File: src/rtl/toggle_period_meter.sv
// toggle_period_meter
//
// Measures the half-period of a slow, asynchronous toggling signal in pi_clk
// cycles. The input is synchronised, both edges are detected, and each
// measured half-period is offered on a valid/ready output. A timeout flags
// loss of toggling, and a saturating counter reports edges seen since the
// last enable.
//
// Optional build macro: TOGGLE_PERIOD_METER_HOLD_EN
//   defined   - a capture that arrives while an unaccepted result is pending
//               is dropped (oldest result is kept)
//   undefined - the capture overwrites the pending result (newest wins)
//
// Ports:
//   pi_clk         system clock
//   pi_rstn        asynchronous active-low reset
//   pi_signal      asynchronous toggling input under test
//   pi_enable      measurement enable (pi_clk domain)
//   po_period      last measured half-period, CNT_W bits
//   po_valid       po_period holds an unconsumed result
//   pi_ready       consumer accepts the result when po_valid && pi_ready
//   po_timeout     no edge for TIMEOUT cycles; held until the next edge
//   po_edge_count  saturating count of edges since enable rose
//
// State | meaning
// IDLE    | disabled; counter held at 0, edges ignored
// ARM     | enabled, waiting for the first edge to start a measurement
// MEASURE | counting cycles since the last edge; each edge captures a result
// TMO     | no edge for TIMEOUT cycles; next edge restarts without capture

module toggle_period_meter #(
    parameter int          CNT_W       = 32,
    parameter int unsigned TIMEOUT     = 50000000,
    parameter int          SYNC_STAGES = 2
) (
    input  logic             pi_clk,
    input  logic             pi_rstn,
    input  logic             pi_signal,
    input  logic             pi_enable,
    output logic [CNT_W-1:0] po_period,
    output logic             po_valid,
    input  logic             pi_ready,
    output logic             po_timeout,
    output logic [15:0]      po_edge_count
);

    // A single flop is not a synchroniser; depths below two are clamped.
    localparam int SYNC_N = (SYNC_STAGES < 2) ? 2 : SYNC_STAGES;

    localparam logic [CNT_W-1:0] CNT_MAX = '1;
    // Compared in 64 bits so a TIMEOUT larger than the counter range simply
    // never fires instead of aliasing onto a truncated value.
    localparam logic [63:0]      TO_LAST = 64'(TIMEOUT) - 64'd1;

    typedef enum logic [1:0] {
        IDLE    = 2'd0,
        ARM     = 2'd1,
        MEASURE = 2'd2,
        TMO     = 2'd3
    } state_t;

    state_t           state;
    logic [SYNC_N-1:0] sync_q;
    logic             prev_q;
    logic [CNT_W-1:0] counter;

    logic             sync_out;
    logic             edge_seen;
    logic             accept;
    logic             capture;
    logic             load_ok;
    logic             timeout_hit;
    logic [CNT_W-1:0] cap_val;

    assign sync_out    = sync_q[SYNC_N-1];
    assign edge_seen   = sync_out ^ prev_q;
    assign accept      = po_valid && pi_ready;
    assign capture     = pi_enable && (state == MEASURE) && edge_seen;
    assign timeout_hit = (TIMEOUT != 0) && (64'(counter) == TO_LAST);
    assign cap_val     = (counter == CNT_MAX) ? CNT_MAX : counter + CNT_W'(1);

`ifdef TOGGLE_PERIOD_METER_HOLD_EN
    assign load_ok = !(po_valid && !pi_ready);
`else
    assign load_ok = 1'b1;
`endif

    always_ff @(posedge pi_clk or negedge pi_rstn) begin
        if (!pi_rstn) begin
            sync_q <= '0;
            prev_q <= 1'b0;
        end else begin
            sync_q <= {sync_q[SYNC_N-2:0], pi_signal};
            prev_q <= sync_out;
        end
    end

    always_ff @(posedge pi_clk or negedge pi_rstn) begin
        if (!pi_rstn) begin
            state         <= IDLE;
            counter       <= '0;
            po_timeout    <= 1'b0;
            po_edge_count <= '0;
        end else if (!pi_enable) begin
            state      <= IDLE;
            counter    <= '0;
            po_timeout <= 1'b0;
        end else begin
            if (state != IDLE && edge_seen && po_edge_count != 16'hFFFF)
                po_edge_count <= po_edge_count + 16'd1;
            case (state)
                IDLE: begin
                    state         <= ARM;
                    counter       <= '0;
                    po_edge_count <= '0;
                end
                ARM: begin
                    if (edge_seen) begin
                        state   <= MEASURE;
                        counter <= '0;
                    end
                end
                MEASURE: begin
                    // An edge on the threshold cycle is a valid measurement.
                    if (edge_seen) begin
                        counter <= '0;
                    end else if (timeout_hit) begin
                        state      <= TMO;
                        po_timeout <= 1'b1;
                    end else if (counter != CNT_MAX) begin
                        counter <= counter + CNT_W'(1);
                    end
                end
                TMO: begin
                    if (edge_seen) begin
                        state      <= MEASURE;
                        counter    <= '0;
                        po_timeout <= 1'b0;
                    end
                end
                default: state <= IDLE;
            endcase
        end
    end

    // The result register lives outside the enable gating so a pending
    // result survives a disable until the consumer takes it.
    always_ff @(posedge pi_clk or negedge pi_rstn) begin
        if (!pi_rstn) begin
            po_period <= '0;
            po_valid  <= 1'b0;
        end else if (capture && load_ok) begin
            po_period <= cap_val;
            po_valid  <= 1'b1;
        end else if (accept) begin
            po_valid <= 1'b0;
        end
    end

endmodule

File: config.mk
export PLATFORM = sky130hd
export DESIGN_NAME = toggle_period_meter
export DESIGN_NICKNAME = d
export VERILOG_FILES = /design/src/rtl/toggle_period_meter.sv
export SDC_FILE = /design/constraint.sdc
export NUM_CORES = 1
export LEC_CHECK = 0
export CAP_MARGIN = 20
export CORE_UTILIZATION = 48
export DETAILED_ROUTE_END_ITERATION = 8
export PLACE_DENSITY = 0.79
export SKIP_LAST_GASP = 1
export SLEW_MARGIN = 20
export SYNTH_ARGS = -nofsm -noshare
export SYNTH_HDL_FRONTEND = slang
export SYNTH_SLANG_ARGS = --single-unit
File: constraint.sdc
create_clock -name pi_clk -period 5.6 [get_ports pi_clk]
set_clock_uncertainty 0.1 [all_clocks]
set_input_delay 0.84 -clock pi_clk [delete_from_list [all_inputs] [get_ports pi_clk]]
set_output_delay 0.84 -clock pi_clk [all_outputs]
set_load 0.03 [all_outputs]
==> results by group <==
STA
  – Final Critical Period: approximately 2.8 ns
  – Setup WS post-layout: 2.80 ns
  – Max-slew violations: 0
  – Worst Tran Pin Value: 0.876 ns
  – Unrepaired setup endpoints after global routing: false
  – Fmax: 357 MHz
  – Setup violations, final: 0
  – Hold Violations, Final: 0
  – Min Hold Slack: 0.258 ns
  – Setup TNS: 0 ns
  – Rel. slew slack: 0.410
  – Final Cycle Share: 0.500

Layout
  – Area growth from synthesis to layout: 18.2%
  – Final net count: 513
  – Final instance area: 0.00515 mm2
  – Share of cells above drive strength 1: 0.0607
  – Number of diodes: 0

Clocking
  – CTS Buf Count: 9
  – Worst skew pair latency: 0.36 ns
  – TritonCTS clock tree: yes
  – Root buffer cell: clkbuf_8
  – Sink Count: 87
  – Clock Path Buffers: 2
  – CTS HTree Levels: 3
  – Resized Gates After CTS: 0
  – Reg clk slew, reported paths: 0.09 ns
  – Hold Buf Count CTS: 0
  – Post-CTS Setup Bufs: 0

Routing
  – Post-DRT Antenna Nets: 0
  – Vias per Instance: 5.95
  – 1st-iter DRT viols: 285
  – Number of detailed-route iterations in the first pass: 4
  – DR WL/cell: 16.5 um
  – # DRC: 0
  – Vias: 3683
  – WL final: between 10 and 15 mm

Worst setup path
  – Arrival time worst endpoint: 2.95 ns
  – CP max-delay cell: clkdlybuf4s50_1
  – CP cell instances: clkdlybuf4s50_1 > nand3b_1 > nor2_1 > buf_4 > nand3_1 > o31ai_1
  – WP data required: 5.75 ns
  – Worst path max stage delay: 0.58 ns
  – Startpoint class of the critical path: primary input
  – Crit path kind: in -> reg
  – CP endpoint kind: register
  – Peak fanout along the critical path: 18

Placement
  – Post-Place Setup Slack: 2.28 ns
  – I/O Buffers: 54
  – Placed cell area: 0.00494 mm2
  – DP Wirelength: a little under 7 mm
  – Gp weighted congestion: about 0.94

Logic synthesis
  – Synth warn: 0
  – FF+latch count, synth: 87
  – Number of synthesized flops with an enable pin: 0
  – Register area share after synthesis: 0.499
  – Syn Area/Cell: 9.44 um2
  – Ys async rst share: 1.00
  – Share of the synthesized area in the top cell type: 0.499
  – Main synth FF type: dfrtp_1
  – Top area cells in the synthesized netlist: dfrtp_1, xor2_1, nor2_1, a21oi_1, nand3_1
  – Leading area contributor after synthesis: dfrtp_1
  – Synth Net Count: approximately 470
  – Synth cell types: 50
  – Syn Inst Count: between 400 and 500
  – Cell Area, Synth: 0.00436 mm2

Floorplanning
  – Die area: around 0.0095 mm2
  – Die Span X: ~100 um
  – Ports: between 50 and 60
  – CORE AREA: 0.00876 mm2
  – Initial core utilization: 0.498
  – Row cnt: 34
  – Die Ht: around 97 um

Global routing
  – Initial antenna violation count: 0
  – Grt ovf: 0
  – Largest net degree at the start of global routing: 88
  – Total GRT Usage: 0.223
  – First-pass GRT wire length: 17.2 mm
  – Vias in the first global route: 3575

Min path
  – Tightest Hold Check Type: reg -> reg

Job
  – Maximum Capacitance Violations: 0

Power and ir drop
  – VDD IR max: 0.214 mV
  – Tot Pwr: 1.86 mW
  – PwrDens: 361 mW/mm2
  – Pleak: 2.09 nW

Status
  – Status: complete, no violations
[cells in the mapped netlist (4+ instances only)]
cell,n
o2bb2ai_1,6
nand2_1,32
nor3_1,6
o211ai_1,8
o21ai_0,16
nand3_1,33
xor2_1,28
buf_2,8
xnor2_1,14
nor2_1,64
and3_1,14
a21oi_1,42
and4_1,5
o31ai_1,10
inv_1,5
nor4_1,6
dfrtp_1,87
a31oi_1,13
nand4_1,12
or2_2,4
and2_1,4
clkbuf_1,13
[power breakdown]
group,internal [mW],switching [mW]
logic,0.248,0.368
registers,0.741,0.0654
clock network,0.218,0.222
[critical path: cells and delay by family]
kind | cells | cell delay [ns]
and+or+nand+nor | 3 | 0.85
buffers and inverters | 2 | 0.84
AOI/OAI and AO/OA | 1 | 0.41
[state kept, by name, summed over array words and instances (netlist names)]
signal and count:
counter 32, po_period 32, po_edge_count 16, state 2
sync_q 2, po_timeout 1, po_valid 1, prev_q 1
[per-layer routing]
layer  GRT usage  share of wire
met1       0.302           0.44
met2       0.359           0.48
met5           0              0
met3      0.0446          0.059
met4      0.0803          0.024
[worst paths after layout]
check,from,endpoint,slack [ns],depth (start not counted)
worst max-delay path,pi_enable,counter[12],2.80,6
worst min-delay path,sync_q[0],sync_q[1],0.26,0
worst max register to register,counter[7],counter[1],2.95,5
worst min register to register,sync_q[0],sync_q[1],0.26,0
max in group asynchronous,pi_rstn,counter[23],4.38,1
min in group asynchronous,pi_rstn,po_edge_count[2],0.41,1
[layout by cell type, fill, tap and decap left out, types with 2 or more instances in the layout]
master and instances:
inv_1 5, nor3_1 6, and2_1 3, buf_4 2
xor2_1 28, a31oi_1 13, nor4_1 6, o211ai_1 8
clkinvlp_4 3, o21ai_0 16, o2bb2ai_1 6, xnor2_1 14
a311oi_1 2, a211oi_1 2, a21oi_1 42, nor2_1 63
o311ai_0 2, nand3_1 33, clkbuf_8 10, and4_1 5
dfrtp_1 87, ha_1 2, and3_1 14, clkdlybuf4s50_1 53
nand4_1 12, or2_2 4, o31ai_1 10, nand2_1 32
[final cells by class]
| type | count | area (um2) |
|---|---|---|
| clock inverter | 5 | 57.6 |
| inverter | 5 | 18.8 |
| multi-input combinational | 347 | 2070 |
| tap | 108 | 135 |
| timing repair buffer | 56 | 557 |
| sequential | 87 | 2180 |
| fill | 773 | 3610 |
| clock buffer | 11 | 141 |
[stage by stage]
| step | util | instances |
|---|---|---|
| 2_1_floorplan | - | 462 |
| 3_3_place_gp | 0.564 | 603 |
| 3_5_place_dp | 0.564 | 603 |
| 4_1_cts | 0.587 | 619 |
| 5_1_grt | 0.588 | 619 |
| 6_report | 0.588 | 619 |
[cell families after synthesis]
family,Yosys count,synth area share
and+or+nand+nor,190,0.218
AOI/OAI and AO/OA,112,0.161
DFF,87,0.499
xor gates and xnor gates,42,0.0844
buffers and inverters,28,0.0290
adders and majority gates,2,0.00574
muxes,1,0.00230
Note: power is estimated with default switching activity, not from simulation.
